$ cat src/rtl/reg_bank_sequencer_if.sv
// reg_bank_sequencer_if
// Groups the two requester handshakes and the register-bank drive bus
// that belong to reg_bank_sequencer.
//   Requester side: reqN_i (level), opN_i[2:0], selN_i[1:0], dataN_i[15:0],
//                   ackN_o (one-cycle pulse on the final beat)
//   Bank side:      reg_e_o[3:0] (one-hot enable), reg_fun_sel_o[2:0],
//                   reg_data_o[15:0]
//   Status:         busy_o, grant_id_o, err_o
// Modports: slave = the sequencer, master = whoever drives the requests.
interface reg_bank_sequencer_if;
  logic        req0_i;
  logic        req1_i;
  logic [2:0]  op0_i;
  logic [2:0]  op1_i;
  logic [1:0]  sel0_i;
  logic [1:0]  sel1_i;
  logic [15:0] data0_i;
  logic [15:0] data1_i;
  logic        ack0_o;
  logic        ack1_o;
  logic [3:0]  reg_e_o;
  logic [2:0]  reg_fun_sel_o;
  logic [15:0] reg_data_o;
  logic        busy_o;
  logic        grant_id_o;
  logic        err_o;

  modport slave (
    input  req0_i, req1_i, op0_i, op1_i, sel0_i, sel1_i, data0_i, data1_i,
    output ack0_o, ack1_o, reg_e_o, reg_fun_sel_o, reg_data_o,
           busy_o, grant_id_o, err_o
  );

  modport master (
    output req0_i, req1_i, op0_i, op1_i, sel0_i, sel1_i, data0_i, data1_i,
    input  ack0_o, ack1_o, reg_e_o, reg_fun_sel_o, reg_data_o,
           busy_o, grant_id_o, err_o
  );
endinterface

$ cat src/rtl/reg_bank_sequencer.sv
// reg_bank_sequencer
// Round-robin arbiter and micro-op sequencer that shares a 4 x 16-bit
// register bank between two requesters. Each granted micro-op is decoded
// into a one-hot register enable, a FunSel code and bank input data.
// Ports:
//   clk   - system clock, rising edge
//   rst_n - asynchronous active-low reset
//   bus   - reg_bank_sequencer_if.slave (request handshakes + bank drive)
// Configuration macro:
//   REG_SEQ_LDW_EN - when defined, op 101 is a two-beat word load (low byte
//                    then high byte) and the BEAT2 state exists; otherwise
//                    op 101 is treated as illegal.
// Every output is a flop (busy_o decodes the state flop only), so there is
// no combinational path from request inputs to the bank.
module reg_bank_sequencer (
  input  logic                 clk,
  input  logic                 rst_n,
  reg_bank_sequencer_if.slave  bus
);

  typedef enum logic [1:0] {
    IDLE  = 2'd0,
`ifdef REG_SEQ_LDW_EN
    BEAT2 = 2'd2,
`endif
    BEAT1 = 2'd1
  } state_t;

  // First-beat decode result for one micro-op.
  typedef struct packed {
    logic [3:0]  e;
    logic [2:0]  fs;
    logic [15:0] data;
    logic        two_beat;
    logic        err;
  } beat_t;

  function automatic beat_t decode_first(input logic [2:0] op,
                                         input logic [1:0] sel,
                                         input logic [7:0] lo);
    beat_t b;
    b.e        = 4'b0001 << sel;
    b.fs       = 3'b000;
    b.data     = 16'h0000;
    b.two_beat = 1'b0;
    b.err      = 1'b0;
    case (op)
      3'b000: b.fs = 3'b000;                               // DEC
      3'b001: b.fs = 3'b001;                               // INC
      3'b010: b.fs = 3'b011;                               // CLR
      3'b011: begin b.fs = 3'b100; b.data = {8'h00, lo}; end  // LDB
      3'b100: begin b.fs = 3'b111; b.data = {8'h00, lo}; end  // LDBS
`ifdef REG_SEQ_LDW_EN
      3'b101: begin                                        // LDW low byte
        b.fs       = 3'b100;
        b.data     = {8'h00, lo};
        b.two_beat = 1'b1;
      end
`endif
      default: begin                                       // illegal
        b.e   = 4'b0000;
        b.err = 1'b1;
      end
    endcase
    return b;
  endfunction

  state_t      state_q, state_d;
  logic        ptr_q, ptr_d;          // 1: requester 1 holds priority
  logic        grant_q, grant_d;
  logic [3:0]  reg_e_q, reg_e_d;
  logic [2:0]  fs_q, fs_d;
  logic [15:0] data_q, data_d;
  logic        ack0_q, ack0_d;
  logic        ack1_q, ack1_d;
  logic        err_q, err_d;
`ifdef REG_SEQ_LDW_EN
  // Only the second beat of a word load needs anything remembered past grant.
  logic [1:0]  sel_q, sel_d;
  logic [7:0]  hi_q, hi_d;
  logic        ldw_q, ldw_d;
`endif

  logic        win;
  logic [2:0]  w_op;
  logic [1:0]  w_sel;
  logic [15:0] w_data;
  beat_t       first;

  // Requester 1 wins when it is alone or when it holds the pointer.
  assign win    = bus.req1_i & (~bus.req0_i | ptr_q);
  assign w_op   = win ? bus.op1_i   : bus.op0_i;
  assign w_sel  = win ? bus.sel1_i  : bus.sel0_i;
  assign w_data = win ? bus.data1_i : bus.data0_i;
  assign first  = decode_first(w_op, w_sel, w_data[7:0]);

  always_comb begin
    state_d = state_q;
    ptr_d   = ptr_q;
    grant_d = grant_q;
    reg_e_d = 4'b0000;
    fs_d    = 3'b000;
    data_d  = 16'h0000;
    ack0_d  = 1'b0;
    ack1_d  = 1'b0;
    err_d   = 1'b0;
`ifdef REG_SEQ_LDW_EN
    sel_d   = sel_q;
    hi_d    = hi_q;
    ldw_d   = ldw_q;
`endif
    case (state_q)
      IDLE: begin
        if (bus.req0_i | bus.req1_i) begin
          // Beat 1 outputs are computed here so they are registered into
          // the cycle right after the grant edge.
          state_d = BEAT1;
          grant_d = win;
          ptr_d   = ~win;
          reg_e_d = first.e;
          fs_d    = first.fs;
          data_d  = first.data;
          err_d   = first.err;
          if (!first.two_beat) begin
            ack0_d = ~win;
            ack1_d = win;
          end
`ifdef REG_SEQ_LDW_EN
          sel_d = w_sel;
          hi_d  = w_data[15:8];
          ldw_d = first.two_beat;
`endif
        end
      end
      BEAT1: begin
        state_d = IDLE;
`ifdef REG_SEQ_LDW_EN
        if (ldw_q) begin
          // High byte goes in through bank[7:0] with the write-high FunSel.
          state_d = BEAT2;
          reg_e_d = 4'b0001 << sel_q;
          fs_d    = 3'b110;
          data_d  = {8'h00, hi_q};
          ack0_d  = ~grant_q;
          ack1_d  = grant_q;
        end
`endif
      end
`ifdef REG_SEQ_LDW_EN
      BEAT2: state_d = IDLE;
`endif
      default: state_d = IDLE;
    endcase
  end

  always_ff @(posedge clk or negedge rst_n) begin
    if (!rst_n) begin
      state_q <= IDLE;
      ptr_q   <= 1'b0;
      grant_q <= 1'b0;
      reg_e_q <= 4'b0000;
      fs_q    <= 3'b000;
      data_q  <= 16'h0000;
      ack0_q  <= 1'b0;
      ack1_q  <= 1'b0;
      err_q   <= 1'b0;
`ifdef REG_SEQ_LDW_EN
      sel_q   <= 2'd0;
      hi_q    <= 8'h00;
      ldw_q   <= 1'b0;
`endif
    end else begin
      state_q <= state_d;
      ptr_q   <= ptr_d;
      grant_q <= grant_d;
      reg_e_q <= reg_e_d;
      fs_q    <= fs_d;
      data_q  <= data_d;
      ack0_q  <= ack0_d;
      ack1_q  <= ack1_d;
      err_q   <= err_d;
`ifdef REG_SEQ_LDW_EN
      sel_q   <= sel_d;
      hi_q    <= hi_d;
      ldw_q   <= ldw_d;
`endif
    end
  end

  assign bus.reg_e_o       = reg_e_q;
  assign bus.reg_fun_sel_o = fs_q;
  assign bus.reg_data_o    = data_q;
  assign bus.ack0_o        = ack0_q;
  assign bus.ack1_o        = ack1_q;
  assign bus.err_o         = err_q;
  assign bus.grant_id_o    = grant_q;
  assign bus.busy_o        = (state_q != IDLE);

endmodule
$ cat src/flat_wrapper.sv
// flat-port wrapper written by rule: the top's interface ports become plain ports
module reg_bank_sequencer_flat 
  (clk, rst_n, bus_req0_i, bus_req1_i, bus_op0_i, bus_op1_i, bus_sel0_i, bus_sel1_i, bus_data0_i, bus_data1_i, bus_ack0_o, bus_ack1_o, bus_reg_e_o, bus_reg_fun_sel_o, bus_reg_data_o, bus_busy_o, bus_grant_id_o, bus_err_o);
  reg_bank_sequencer_if bus_i ();
  input  logic clk;
  input  logic rst_n;
  input wire logic [$bits(bus_i.req0_i)-1:0] bus_req0_i;
  input wire logic [$bits(bus_i.req1_i)-1:0] bus_req1_i;
  input wire logic [$bits(bus_i.op0_i)-1:0] bus_op0_i;
  input wire logic [$bits(bus_i.op1_i)-1:0] bus_op1_i;
  input wire logic [$bits(bus_i.sel0_i)-1:0] bus_sel0_i;
  input wire logic [$bits(bus_i.sel1_i)-1:0] bus_sel1_i;
  input wire logic [$bits(bus_i.data0_i)-1:0] bus_data0_i;
  input wire logic [$bits(bus_i.data1_i)-1:0] bus_data1_i;
  output wire logic [$bits(bus_i.ack0_o)-1:0] bus_ack0_o;
  output wire logic [$bits(bus_i.ack1_o)-1:0] bus_ack1_o;
  output wire logic [$bits(bus_i.reg_e_o)-1:0] bus_reg_e_o;
  output wire logic [$bits(bus_i.reg_fun_sel_o)-1:0] bus_reg_fun_sel_o;
  output wire logic [$bits(bus_i.reg_data_o)-1:0] bus_reg_data_o;
  output wire logic [$bits(bus_i.busy_o)-1:0] bus_busy_o;
  output wire logic [$bits(bus_i.grant_id_o)-1:0] bus_grant_id_o;
  output wire logic [$bits(bus_i.err_o)-1:0] bus_err_o;
  assign bus_i.req0_i = bus_req0_i;
  assign bus_i.req1_i = bus_req1_i;
  assign bus_i.op0_i = bus_op0_i;
  assign bus_i.op1_i = bus_op1_i;
  assign bus_i.sel0_i = bus_sel0_i;
  assign bus_i.sel1_i = bus_sel1_i;
  assign bus_i.data0_i = bus_data0_i;
  assign bus_i.data1_i = bus_data1_i;
  assign bus_ack0_o = bus_i.ack0_o;
  assign bus_ack1_o = bus_i.ack1_o;
  assign bus_reg_e_o = bus_i.reg_e_o;
  assign bus_reg_fun_sel_o = bus_i.reg_fun_sel_o;
  assign bus_reg_data_o = bus_i.reg_data_o;
  assign bus_busy_o = bus_i.busy_o;
  assign bus_grant_id_o = bus_i.grant_id_o;
  assign bus_err_o = bus_i.err_o;
  reg_bank_sequencer u_core (.clk(clk), .rst_n(rst_n), .bus(bus_i));
endmodule
$ cat config.mk
export PLATFORM = sky130hd
export DESIGN_NAME = reg_bank_sequencer_flat
export DESIGN_NICKNAME = d
export VERILOG_FILES = /design/src/rtl/reg_bank_sequencer_if.sv /design/src/rtl/reg_bank_sequencer.sv /design/src/flat_wrapper.sv
export SDC_FILE = /design/constraint.sdc
export NUM_CORES = 1
export LEC_CHECK = 0
export ABC_AREA = 1
export CAP_MARGIN = 20
export CORE_ASPECT_RATIO = 1.1
export CORE_MARGIN = 5
export CORE_UTILIZATION = 38
export CTS_BUF_LIST = sky130_fd_sc_hd__clkbuf_4 sky130_fd_sc_hd__clkbuf_8
export DETAILED_ROUTE_END_ITERATION = 16
export GPL_ROUTABILITY_DRIVEN = 0
export HOLD_SLACK_MARGIN = 0.1
export PLACE_DENSITY_LB_ADDON = 0.1
export SLEW_MARGIN = 40
export SYNTH_ARGS = -nofsm -noshare
export SYNTH_HDL_FRONTEND = slang
export SYNTH_SLANG_ARGS = --single-unit
$ cat constraint.sdc
create_clock -name clk -period 2.5 [get_ports clk]
set_input_delay 0.5 -clock clk [delete_from_list [all_inputs] [get_ports clk]]
set_output_delay 0.5 -clock clk [all_outputs]
set_load 0.02 [all_outputs]
==> results.toml, run 1 <==
[finish]
final_area_um2 = 1540
drive_gt1_share_pct = 6.63
fill_cells = 247
finalNonFillerCells = 212
seq_area_um2 = 526
final_util_pct = 61.0
diodes = 0
nets = 228
syn_to_final_growth_pct = 51.8
multi_input_area_um2 = 358

[worst_hold_path]
hold-path-cell-count = 1
hp-class = "flip-flop to flip-flop"
hold_end = "u_core.bus.ack1_o"
min_from = "u_core.state_q[0]"

[timing]
slew_viol_final = 0
holdWs_ps = 485
finalSetupTns_ps = 0
finalHoldViolCount = 0
final-setup-viol-count = 0
period_needed_ps = 1830
fmax_ghz = 0.547
post-route-period-util_pct = 73.1
rsz0062_at_grt = "false"
finClkSkew_ps = 4.72

[logic_synthesis]
yosysWarnings = 0
ys_types = 16
ys_seq_area_share_pct = 51.9
syn_area_per_cell_um2 = 7.85
synthCells = 129
synthesis.area_um2 = 1010
ys_seq_elements = 21

[floorplan]
fp-row-count = 19
core_area_um2 = 2520
die_area_um2 = 3800
ios = 74
start_util_pct = 40.2
die_w_um = 59.2
die_h_um = 64.1

[routing]
vias = 889
detail-route-antenna-nets = 0
first_pass_iters = 4
drc_errors = 0
routedWlPerCell_um = 10.9
drt_iter0_markers = 4
routed_wl_mm = 2.31
vias_per_cell = 4.19

[clock_tree]
htreeDepth = 1
clk_pin_slew_ps = 110
clockBufferDepth = 2
cts_setup_buffers = 0
cts_hold_buf = 0
clock_sinks = 21
cts_buffers = 3
clk_latency_ps = 300
cts-root-buf = "clkbuf_4"
cts_resized = 0
cts_tree = "done"

[global_route]
grt_pass1_wl_mm = 3.55
grt_max_degree = 22
overflow = 0
grt_use_total_pct = 12.1
grt_antenna_before_repair = 0
first_global_vias = 810

[setup_path]
crit_type = "input pin to flip-flop"
critPathTopFamily = "buffers and inverters"
critPathMaxStageDelay_ps = 590
crit_fanout = 10
crit_top_cell = "nand2_1"
r2r-end = "u_core.bus.reg_data_o[7]"
start_kind = "input pin"
rrSetupSlack_ps = 980
worst-path-buf-inv = 3
critPathSlowestCell = "clkdlybuf4s50_1"
rr_startpoint = "u_core.ptr_q"
r2r_cells = 9
required_ps = 2730
critPathLaunch = "bus_req1_i"
crit_path_end_kind = "flip-flop"
cp_cell_sequence = "clkdlybuf4s50_1 > nand2_2 > inv_2 > nand2_1 > nand2_1 > inv_1 > nand2_1 > nand3_4 > nor2_1"
crit_arrival_ps = 2060

[job]
cap_violations = 0

[outcome]
outcome = "finished clean"

[place]
placed_area_um2 = 1510
dp_hpwl_mm = 1.88
dpl.cell_count = 208
io_buffers = 49

[power_and_ir_drop]
p_per_area_nw_per_um2 = 540
p_leak_nw = 0.816
ir_drop_uv = 285
==> final cells by class <==
cell class                      instances  share of cell area (%)
Sequential cell                        21                    34.2
Timing Repair Buffer                   51                    32.9
Multi-Input combinational cell         84                    23.3
Inverter                               21                    5.13
Tap cell                               31                    2.52
Clock buffer                            4                    1.95
==> where the power goes <==
part | internal [mW] | switching [mW]
combinational | 0.125 | 0.153
sequential | 0.372 | 0.0102
clock | 0.0729 | 0.0973
==> metrics by stage <==
stage / setup WS (ps) / power, mW
after floorplan: 1190 / 0.544
after CTS: 660 / 0.841
after global placement: 387 / 0.665
final: 673 / 0.830
after global routing: 538 / 0.886
after detailed placement: 337 / 0.670
==> state kept, by name, summed over array words and instances, names as in the netlist <==
register and flops:
u_core.bus.ack1_o 1, u_core.bus.reg_fun_sel_o 3, u_core.ptr_q 1, u_core.state_q 1, u_core.bus.ack0_o 1, u_core.bus.grant_id_o 1
u_core.bus.err_o 1, u_core.bus.reg_data_o 8, u_core.bus.reg_e_o 4
==> layer usage <==
metal	wire length (um)	vias up	track usage, %
li1	-	468	-
met1	863	390	13.7
met2	1260	29	21.0
met3	165	2	1.81
met4	25	0	6.80
met5	0	-	0
==> cell usage in the layout (no fill, tap or decap), types with 2 or more instances in the layout <==
cell type        count
inv_1               19
conb_1               8
clkdlybuf4s50_1     49
nand2_2              3
nand2_1             43
a21oi_1              2
nand3_1              5
nor2_1              15
o21ai_0              5
clkbuf_4             4
inv_2                2
buf_4                2
dfrtp_1             21
==> worst reg2reg max path, stage by stage (launching register included) <==
cell and delay [ps]:
dfrtp_1 380, inv_1 70, nand2_2 90, nand2_2 180, inv_2 140, nand2_1 80, nand2_1 90, nand2_2 160
nand3_4 140, nor2_1 120
==> cells by family (layout without fill, tap and decap cells) <==
family	after synthesis	in the layout	synth area share [%]
other	1	8	0.370
AOI/OAI and AO/OA	7	7	3.46
and+or+nand+nor	69	69	28.9
DFF	21	21	51.9
buffers and inverters	31	76	15.3
==> worst max-delay path by stage <==
| stage | end | depth (start not counted) |
|---|---|---|
| floorplan | u_core.bus.reg_data_o[0] | 9 |
| global placement | u_core.bus.reg_data_o[0] | 9 |
| detailed placement | u_core.bus.reg_data_o[7] | 9 |
| CTS | bus_busy_o | 1 |
| global route | u_core.bus.reg_data_o[1] | 9 |
| finish | u_core.bus.reg_data_o[7] | 9 |
==> synth_stat cells <==
master,count,area [um^2]
nand2_1,43,161
dfrtp_1,21,526
inv_1,19,71.3
nor2_1,15,56.3
buf_4,8,60.1
nand3_1,5,25.0
o21ai_0,5,25.0
nand2_2,3,18.8
a21oi_1,2,10.0
inv_2,2,7.51
buf_2,1,5.00
buf_6,1,11.3
conb_1,1,3.75
nand3_4,1,17.5
nand3b_1,1,7.51
or2_1,1,6.26
Power figures use the tool's default switching activity.
==> run 2: changes to the inputs <==
--- a/config.mk
+++ b/config.mk
@@ -9,7 +9,7 @@
 export CAP_MARGIN = 20
 export CORE_ASPECT_RATIO = 1.1
 export CORE_MARGIN = 5
-export CORE_UTILIZATION = 38
+export CORE_UTILIZATION = 32
 export CTS_BUF_LIST = sky130_fd_sc_hd__clkbuf_4 sky130_fd_sc_hd__clkbuf_8
 export DETAILED_ROUTE_END_ITERATION = 16
 export GPL_ROUTABILITY_DRIVEN = 0
==> constraint.sdc (replaced) <==
create_clock -name clk -period 1.49 [get_ports clk]
set_input_delay 0.298 -clock clk [delete_from_list [all_inputs] [get_ports clk]]
set_output_delay 0.298 -clock clk [all_outputs]
set_load 0.02 [all_outputs]
==> results.toml, run 2 (same netlist as run 1, synthesis figures left out) <==
[clock_tree]
clock_sinks = 21
clk_latency_ps = 290
cts_buffers = 3
cts_tree = "done"
cts_setup_buffers = 0
cts_hold_buf = 0
htreeDepth = 1
clk_pin_slew_ps = 110
cts-root-buf = "clkbuf_4"
clockBufferDepth = 2

[setup_path]
rr_startpoint = "u_core.ptr_q"
crit_path_end_kind = "flip-flop"
cp_cell_sequence = "clkdlybuf4s50_1 > buf_4 > o21ai_0 > inv_2 > nand3_4 > nor2_1"
crit_arrival_ps = 1580
critPathLaunch = "bus_req1_i"
critPathSlowestCell = "clkdlybuf4s50_1"
start_kind = "input pin"
crit_type = "input pin to flip-flop"
critPathMaxStageDelay_ps = 460
crit_fanout = 9
required_ps = 1680

[global_route]
grt_pass1_wl_mm = 3.71
grt_max_degree = 22
grt_use_total_pct = 10.4
grt_antenna_before_repair = 0
first_global_vias = 828
overflow = 0

[place]
placed_area_um2 = 1580
io_buffers = 49
dp_hpwl_mm = 1.89
dpl.cell_count = 220

[floorplan]
die_area_um2 = 4390
fp-row-count = 21
die_h_um = 69.0
core_area_um2 = 3050
ios = 74
die_w_um = 63.6
start_util_pct = 33.2

[routing]
routedWlPerCell_um = 10.0
routed_wl_mm = 2.24
drc_errors = 0
vias_per_cell = 4.22
detail-route-antenna-nets = 0
vias = 945
drt_iter0_markers = 16
first_pass_iters = 4

[finish]
final_cell_mix = "nand2_1 (42), clkdlybuf4s50_1 (29), dfrtp_1 (21)"
finalNonFillerCells = 224
nets = 237
mostFrequentLayoutCell = "nand2_1"
fill_cells = 303
drive_gt1_share_pct = 12.1
largest_reg_flops = 8
final_util_pct = 52.4
syn_to_final_growth_pct = 57.8
final_area_um2 = 1600
diodes = 0

[timing]
final-setup-viol-count = 0
finalHoldViolCount = 0
post-route-period-util_pct = 93.2
slew_viol_final = 0
period_needed_ps = 1390
finClkSkew_ps = 4.80
rsz0062_at_grt = "false"
fmax_ghz = 0.720

[power_and_ir_drop]
p_per_area_nw_per_um2 = 871
comb_power_share_pct = 33.9
seq_power_share_pct = 46.0
p_leak_nw = 0.942
clkPwrFrac_pct = 20.1
power_mw = 1.39
p_sw_share_pct = 31.4
ir_drop_uv = 465
p_int_mw = 0.954
switchingPower_mw = 0.437

[outcome]
outcome = "finished clean"

[worst_hold_path]
hp-class = "input pin to asynchronous set/reset pin"

[job]
cap_violations = 0
## run 2: changes by cell type in the layout (fill, tap and decap cells not counted), sizes merged
cell	previous run	this run
buf	2	11
dlygate4sd2	0	20
clkdlybuf4s50	49	29
## run 2: what timing repair did
action,4_1_cts,5_1_grt
pin swaps,0,2
endpoints found under the setup margin,20,14
gates resized for setup,20,4
## run 2: critical path, delay by kind of cell
kind | cells | cell delay [ps]
AOI/OAI and AO/OA | 1 | 270
and+or+nand+nor | 2 | 230
buffers and inverters | 3 | 780
## run 2: cell type report
class / count / area, um^2 / share of cell area, %
tap: 34 / 42.5 / 2.66
sequential: 21 / 526 / 32.9
inverter: 21 / 78.8 / 4.93
multi-input combinational: 84 / 373 / 23.3
timing repair buffer: 60 / 548 / 34.3
clock buffer: 4 / 30.0 / 1.88
## run 2: stage by stage
step	setup slack [ps]	TNS, ps	hold slack (ps)
6_report	101	0	329
3_5_place_dp	-271	-3860	487
4_1_cts	34.7	0	342
3_3_place_gp	-245	-3670	476
5_1_grt	12.0	0	346
2_1_floorplan	283	0	2.41
## run 2: power by group through the flow
stage	clock, mW	sequential, mW	combinational [mW]
floorplan	0	0.718	0.195
global placement	0	0.653	0.501
detailed placement	0	0.655	0.506
CTS	0.286	0.641	0.472
global route	0.311	0.645	0.528
finish	0.280	0.640	0.472
## run 2: worst paths after layout
check | slack [ps] | endpoint | depth (start not counted)
max in group asynchronous | 950 | u_core.bus.reg_data_o[0] | 2
hold / removal | 330 | u_core.bus.reg_e_o[1] | 2
hold reg to reg | 500 | u_core.bus.grant_id_o | 2
setup reg to reg | 200 | u_core.bus.reg_fun_sel_o[0] | 8
min in group clk | 500 | u_core.bus.grant_id_o | 2
setup / recovery | 100 | u_core.bus.reg_data_o[3] | 6
## run 2: layer usage
layer | share of wire, % | vias to the layer above | global-route usage (%)
met5 | 0 | - | 0
met4 | 0.85 | 0 | 3.90
met3 | 8.1 | 2 | 3.08
met2 | 50 | 31 | 17.3
met1 | 41 | 422 | 13.0
li1 | - | 490 | -
